File: config.mk
export PLATFORM = sky130hd
export DESIGN_NAME = sram_stream_loader
export DESIGN_NICKNAME = d
export VERILOG_FILES = /design/src/rtl/sram_stream_loader.sv
export SDC_FILE = /design/constraint.sdc
export NUM_CORES = 1
export LEC_CHECK = 0
export BUFFER_PORTS_ARGS = -buffer_cell sky130_fd_sc_hd__buf_2
export CAP_MARGIN = 20
export CORE_AREA = 2 2 286 288
export CTS_BUF_LIST = sky130_fd_sc_hd__clkbuf_4 sky130_fd_sc_hd__clkbuf_8 sky130_fd_sc_hd__clkbuf_16
export DETAILED_ROUTE_END_ITERATION = 10
export DIE_AREA = 0 0 288 290
export GPL_ROUTABILITY_DRIVEN = 0
export PLACE_DENSITY = 0.53
export SYNTH_ARGS = -nofsm -noshare
export SYNTH_HDL_FRONTEND = slang
export SYNTH_SLANG_ARGS = --single-unit
File: constraint.sdc
create_clock -name clk -period 2.7 [get_ports clk]
set_input_delay 0.27 -clock clk [delete_from_list [all_inputs] [get_ports clk]]
set_output_delay 0.27 -clock clk [all_outputs]
set_load 0.005 [all_outputs]
File: src/rtl/sram_stream_loader.sv
// Write-side front end for the multi-bank SRAM array: turns a valid/ready word
// stream plus a (bank, base, length) command into registered per-bank write strobes.
module sram_stream_loader #(
    parameter int NUM_SRAMS  = 8,
    parameter int ADDR_WIDTH = 13,
    parameter int DATA_WIDTH = 64,
    parameter int LEN_WIDTH  = 14
) (
    input  logic                             clk,
    input  logic                             rst,
    input  logic                             start,
    input  logic [$clog2(NUM_SRAMS)-1:0]     bank_sel,
    input  logic [ADDR_WIDTH-1:0]            base_addr,
    input  logic [LEN_WIDTH-1:0]             length,
    input  logic                             s_valid,
    input  logic [DATA_WIDTH-1:0]            s_data,
    input  logic                             s_last,
    output logic                             s_ready,
    output logic                             busy,
    output logic                             done,
    output logic                             err_last,
    output logic [NUM_SRAMS-1:0]             sram_en,
    output logic [NUM_SRAMS-1:0]             sram_we,
    output logic [NUM_SRAMS*ADDR_WIDTH-1:0]  sram_addr,
    output logic [NUM_SRAMS*DATA_WIDTH-1:0]  sram_data
);

    localparam int BANK_W = $clog2(NUM_SRAMS);

    localparam logic [1:0] S_IDLE  = 2'd0;
    localparam logic [1:0] S_WRITE = 2'd1;
    localparam logic [1:0] S_DONE  = 2'd2;

    localparam logic [ADDR_WIDTH-1:0] ADDR_ONE = ADDR_WIDTH'(1);
    localparam logic [LEN_WIDTH-1:0]  LEN_ONE  = LEN_WIDTH'(1);
    localparam logic [LEN_WIDTH-1:0]  LEN_ZERO = LEN_WIDTH'(0);

    logic [1:0]                        state_q, state_d;
    logic [BANK_W-1:0]                 bank_q, bank_d;
    logic [ADDR_WIDTH-1:0]             addr_q, addr_d;
    logic [LEN_WIDTH-1:0]              cnt_q, cnt_d;
    logic                              err_q, err_d;
    logic                              busy_q, busy_d;
    logic                              done_q, done_d;
    logic                              ready_q, ready_d;
    logic [NUM_SRAMS-1:0]              en_q, en_d;
    logic [NUM_SRAMS*ADDR_WIDTH-1:0]   saddr_q, saddr_d;
    logic [NUM_SRAMS*DATA_WIDTH-1:0]   sdata_q, sdata_d;
    logic                              accept_s;
    logic                              final_s;

    // Next-state, counters, sticky error and the registered SRAM bus images
    always_comb begin
        state_d  = state_q;
        bank_d   = bank_q;
        addr_d   = addr_q;
        cnt_d    = cnt_q;
        err_d    = err_q;
        // ready_q is only ever high in WRITE with words remaining
        accept_s = ready_q & s_valid;
        final_s  = (cnt_q == LEN_ONE);

        case (state_q)
            S_IDLE: begin
                if (start) begin
                    bank_d  = bank_sel;
                    addr_d  = base_addr;
                    cnt_d   = length;
                    err_d   = 1'b0;
                    state_d = (length != LEN_ZERO) ? S_WRITE : S_DONE;
                end else begin
                    state_d = S_IDLE;
                end
            end
            S_WRITE: begin
                if (accept_s) begin
                    cnt_d   = cnt_q - LEN_ONE;
                    addr_d  = addr_q + ADDR_ONE;
                    err_d   = err_q | (s_last ^ final_s);
                    state_d = final_s ? S_DONE : S_WRITE;
                end else begin
                    state_d = S_WRITE;
                end
            end
            S_DONE: begin
                state_d = S_IDLE;
            end
            default: begin
                state_d = S_IDLE;
            end
        endcase

        busy_d  = (state_d != S_IDLE);
        done_d  = (state_d == S_DONE);
        ready_d = (state_d == S_WRITE) && (cnt_d != LEN_ZERO);

        en_d    = '0;
        saddr_d = '0;
        sdata_d = '0;
        for (int i = 0; i < NUM_SRAMS; i++) begin
            en_d[i] = accept_s && (bank_q == BANK_W'(i));
            saddr_d[i*ADDR_WIDTH +: ADDR_WIDTH] = en_d[i] ? addr_q : '0;
            sdata_d[i*DATA_WIDTH +: DATA_WIDTH] = en_d[i] ? s_data : '0;
        end
    end

    // State and output registers with synchronous reset
    always_ff @(posedge clk) begin
        if (rst) begin
            state_q <= S_IDLE;
            bank_q  <= '0;
            addr_q  <= '0;
            cnt_q   <= '0;
            err_q   <= 1'b0;
            busy_q  <= 1'b0;
            done_q  <= 1'b0;
            ready_q <= 1'b0;
            en_q    <= '0;
            saddr_q <= '0;
            sdata_q <= '0;
        end else begin
            state_q <= state_d;
            bank_q  <= bank_d;
            addr_q  <= addr_d;
            cnt_q   <= cnt_d;
            err_q   <= err_d;
            busy_q  <= busy_d;
            done_q  <= done_d;
            ready_q <= ready_d;
            en_q    <= en_d;
            saddr_q <= saddr_d;
            sdata_q <= sdata_d;
        end
    end

    assign s_ready   = ready_q;
    assign busy      = busy_q;
    assign done      = done_q;
    assign err_last  = err_q;
    assign sram_en   = en_q;
    assign sram_we   = en_q;
    assign sram_addr = saddr_q;
    assign sram_data = sdata_q;

endmodule

# Yosys cells after proc, flatten, opt, wreduce, memory -nomap -nowiden
# Cells that the tools add are included.
totals:
  regBits: 660
  input_bits: 99
op_classes:
  addsub: 2
  n_eq_ne: 13
  muxes: 14
  bitwise_logic: 11
  reduce_logical: 25
ops:
  columns: ["op", "count"]
  rows:
  - ["$mux W14", 2]
  - ["$pmux W14 S2", 1]
  - ["$reduce_bool A14 Y1", 2]
  - ["$mux W13", 2]
  - ["$pmux W13 S2", 1]
  - ["$reduce_or A2 Y1", 8]
  - ["$eq A14 B1 Y1 const B", 1]
  - ["$sub A14 B1 Y14 const B", 1]
  - ["$add A13 B1 Y13 const B", 1]
  - ["$eq A3 B3 Y1 const B", 4]
  - ["$logic_and A1 B1 Y1", 9]
  - ["$mux W2", 4]
  - ["$not A1 Y1", 8]
  - ["$eq A3 B2 Y1 const B", 2]
  - ["$eq A2 B1 Y1 const B", 2]
  - ["$ne A2 B2 Y1 const B", 2]
  - ["$pmux W2 S2", 1]
  - ["$reduce_bool A2 Y1", 2]
  - ["$eq A3 B1 Y1 const B", 1]
  - ["$logic_not A3 Y1", 1]
  - ["$reduce_and A3 Y1", 1]
  - ["$eq A2 B2 Y1 const B", 1]
  - ["$logic_not A2 Y1", 1]
  - ["$mux W1", 2]
  - ["5 further kinds", 5]

# Longest topological paths before layout
logic_depth:
  ltp_word: 6
  mapped_depth: 8
  mapped_depth_nobuf: 8

# Worst setup path before layout
# Ideal clock, no wire load.
synth_path:
  path_type: "register to register"
  start: "register cnt_q[1]"
  end: "register ready_q, in the netlist s_ready"
  setup_time_ps: 120
  arrival_time_ps: 1961
  slack_ps: 619
  path_stages_with_launch: 9
  synth_period_minus_slack_ps: 2081
  cell_sequence: "dfxtp_1 -> inv_1 -> ha_1 -> and4b_1 -> nand3_1 -> xor2_1 -> o21ai_0 -> or4_1 -> o31a_1"
synth_between:
  elab_chain_len: 6
synth_lines:
  columns: ["element", "line", "source"]
  rows:
  - ["start: declaration", "41", "logic [LEN_WIDTH-1:0] cnt_q, cnt_d;"]
  - ["start signal: assignment", "125", "cnt_q <= cnt_d;"]
  - ["branches (longest 5 deep; another with $sub A14 B1 Y14)", null, null]
  - ["$logic_and A1 B1 Y1 (*)", "95", "ready_d = (state_d == S_WRITE) && (cnt_d != LEN_ZERO);"]
  - ["end signal: assignment", "129", "ready_q <= ready_d;"]
  - ["end: declaration", "45", "logic ready_q, ready_d;"]
# Mark *: on every way between the ends.
# A chain may end at the register's enable or synchronous reset.

# Worst setup path in the final report
# Same ends and word-level chain as after synthesis.

==> metrics.csv <==
metric,value,unit
status,completed,
worstMarginPinSlew,0.766,ns
final_hold_viol_count,0,
ios,735,
power_leakage,13.3,nW
max_stage_delay,0.55,ns
io_buffers,734,
slew_violations,0,
nFillCells,8201,
routed_wl,64.8,mm
cts.clk_slew.worst_paths,0.06,ns
synthFlopType,dfxtp_1,
yosysTopAreaCellShare,0.701,
cp_cell_sequence,inv_1 -> ha_1 -> and4b_1 -> nand3_1 -> xor2_1 -> o21ai_0 -> or4_1 -> o31a_1,
use_met1,0.169,
grt_max_degree,56,
cp_max_fo,7,
insertion_delay,0.61,ns
via_count,13793,
synth_async_sr_flop_share,0,
cp.arrival,2.88,ns
criticalPathCategory,register to register,
synth_cells,1614,
areaGrowthSynthToFinish,44.2,%
yosys.area.top_type,dfxtp_1,
grt_pass1_wl,92.3,mm
crit_path_start_kind,register,
crit_family,simple AND/OR/NAND/NOR gates,
hp-class,input pin to register,
fp-row-count,104,
via_per_inst,3.88,
p_per_area,773,mW/mm²
maxSlewHeadroom,0.488,
synth_edf_count,0,
clk_path_buf_depth,3,
dp_hpwl,44.8,mm
drt-pass1-iter-count,5,
syn_area,0.0189,mm²
fin_crit_sh,0.887,
wl_per_cell,18.2,µm
route.detailed.drc,0,
rr_startpoint,cnt_q[1],
ys_seq_elements,660,
finalCriticalPeriod,2.40,ns
yosys-top-cells-area,"dfxtp_1 (70%), and2_1 (20%), clkbuf_1 (1.7%)",
die_area,0.0835,mm²
cp_slowest_cell,or4_1,
drt_first_iter_violations,556,
layout.nets,2534,
max_freq,417,MHz
start_util,0.235,
max-cap-violations,0,
ys_warn_count,0,
r2r_setup_slack,0.30,ns
rr_worst_depth,8,
setup_tns,0,ns
hold_start,s_data[13],
numCtsBuffers,73,
p_total,21.0,mW
hold_depth,2,
grt_use_met2,0.268,
htree_levels,3,
die_h,290,µm
synth_nets,1716,
fp.dieW,288,µm
min_delay_worst_endpoint,sram_data[77],
worst_r2r_endpoint,s_ready,
post_cts_buffers,0,
skew,0.0399,ns
antenna_found_initial,8,
rsz0062_at_grt,no,
busiest_layer,met2,
synth-seq-area-share,0.701,
grt_util_met3,0.0409,
cts_root_buf,clkbuf_16,
irDropWorstVdd,0.519,mV
clock_sinks,660,
detail-route-antenna-nets,0,
core,0.0802,mm²
cp.buffers_inverters,1,
critPathRequiredTime,3.18,ns
drive_gt1_frac,0.367,
grt_pass1_vias,13428,
syn-mean-instance-area,11.7,µm²
finalSetupViolations,0,
cts_resized,0,
crit_path_end_kind,register,
track_usage,0.149,
hold_buffers,71,
ys_types,58,
grt_overflow,0,
cts_tree,done,
## routing by layer
metal	routed length, µm	vias to the layer above
met5	10	-
met3	4820	110
met2	32700	526
li1	-	6711
met4	1600	2
met1	25600	6444
## through the flow
step | instance area [µm²] | util | setup slack (ns) | cells | hold slack (ns)
after floorplan | 18900 | - | 0.619 | 1614 | 0.392
after global placement | 23900 | 0.298 | 0.371 | 3346 | 0.483
after detailed placement | 23900 | 0.298 | 0.371 | 3346 | 0.500
after CTS | 27200 | 0.339 | 0.336 | 3546 | 0.00493
after global routing | 27200 | 0.339 | 0.159 | 3547 | 0.0108
final | 27200 | 0.339 | 0.304 | 3551 | 0.0402
## cell usage in the layout (no fill, tap or decap), types with 3 or more instances in the layout
master         Yosys  routed
nor3_1            15      14
and2_1           608     608
buf_2              5     734
mux2i_1            4       4
dfxtp_1          660     660
nor2_1            36      30
buf_12             0      10
a221oi_1           3       3
o22ai_1            7       7
inv_6              0       4
a2bb2oi_1          3       3
a211oi_1           7       7
nand4_1           10      10
buf_4              8      26
nor3_2             3       3
dlygate4sd3_1      0      71
bufinv_16          0       8
diode_2            0       5
nor4_1             7       7
nand2_1           36      36
clkinv_2           0      10
and4b_1            3       3
ha_1               3       3
clkbuf_16          0      74
nand2b_1           5       5
clkbuf_4           0      14
or4_1              3       3
a21oi_1           27      27
nor2_4             0       6
nand3_1            9       9
o21ai_0           15      15
clkbuf_8           0      12
nor2b_1            9       9
inv_1              6       6
## layout make-up
type | count | area [µm²] | area share
diodes | 5 | 12.5 | 0.000460
clock buffers | 100 | 2120 | 0.0780
clock inverters | 29 | 434 | 0.0160
inverters | 7 | 26.3 | 0.000966
multi-input cells | 849 | 5280 | 0.194
flip-flops and latches | 660 | 13200 | 0.486
well taps | 1060 | 1330 | 0.0488
repair buffers | 841 | 4780 | 0.176
## worst register-to-register path, delay by kind of cell (launching register included)
kind | cells | cell delay, ns
AND/OR/NAND/NOR | 3 | 1.00
AO/OA/AOI/OAI | 2 | 0.35
flip-flops | 1 | 0.34
adder cells (fa/ha/maj) | 1 | 0.23
buffers and inverters | 1 | 0.18
XOR/XNOR | 1 | 0.16
## synth_stat cells, types with 2 or more instances
cell	instances
nand2b_1	5
nor3_2	3
inv_1	6
a221oi_1	3
a2bb2oi_1	3
mux2i_1	4
nor2b_1	9
nor3b_1	3
a31oi_1	2
a22oi_1	2
ha_1	3
buf_2	5
a211oi_1	7
nor4_1	7
o221ai_1	2
nand4_1	10
nor3_1	15
a21oi_1	27
nand2_1	36
and4b_1	3
o22ai_1	7
and2_1	608
or4_1	3
nor2_1	36
nand3_1	9
clkbuf_1	84
dfxtp_1	660
buf_4	8
o21ai_0	15
## worst max-delay path by stage
stage	from	end	slack [ns]	cells after the start
2_1_floorplan	cnt_q[1]	s_ready	0.62	8
3_3_place_gp	cnt_q[1]	s_ready	0.37	8
3_5_place_dp	cnt_q[1]	s_ready	0.37	8
4_1_cts	cnt_q[1]	s_ready	0.34	8
5_1_grt	cnt_q[1]	s_ready	0.16	8
6_report	cnt_q[1]	s_ready	0.30	8
## cell families after synthesis
family / Yosys count / synth area share
DFF: 660 / 0.701
AOI/OAI and AO/OA: 81 / 0.0275
muxes: 4 / 0.00212
and+or+nand+nor: 759 / 0.244
adders and majority gates: 3 / 0.00199
buffers and inverters: 105 / 0.0228
xor gates and xnor gates: 2 / 0.000929
## flip-flops by register name (all words and copies together) (netlist names)
register   count
done           1
sram_en        8
sram_addr    104
addr_q        13
cnt_q         14
err_last       1
bank_q         3
sram_data    512
s_ready        1
busy           1
state_q        2
## power breakdown
group / internal, mW / total [mW] / leakage (nW) / switching [mW]
logic: 0.296 / 0.733 / 6.70 / 0.436
clock network: 6.32 / 10.4 / 1.27 / 4.09
registers: 9.82 / 9.89 / 5.32 / 0.0715
Power figures use the tool's default switching activity.
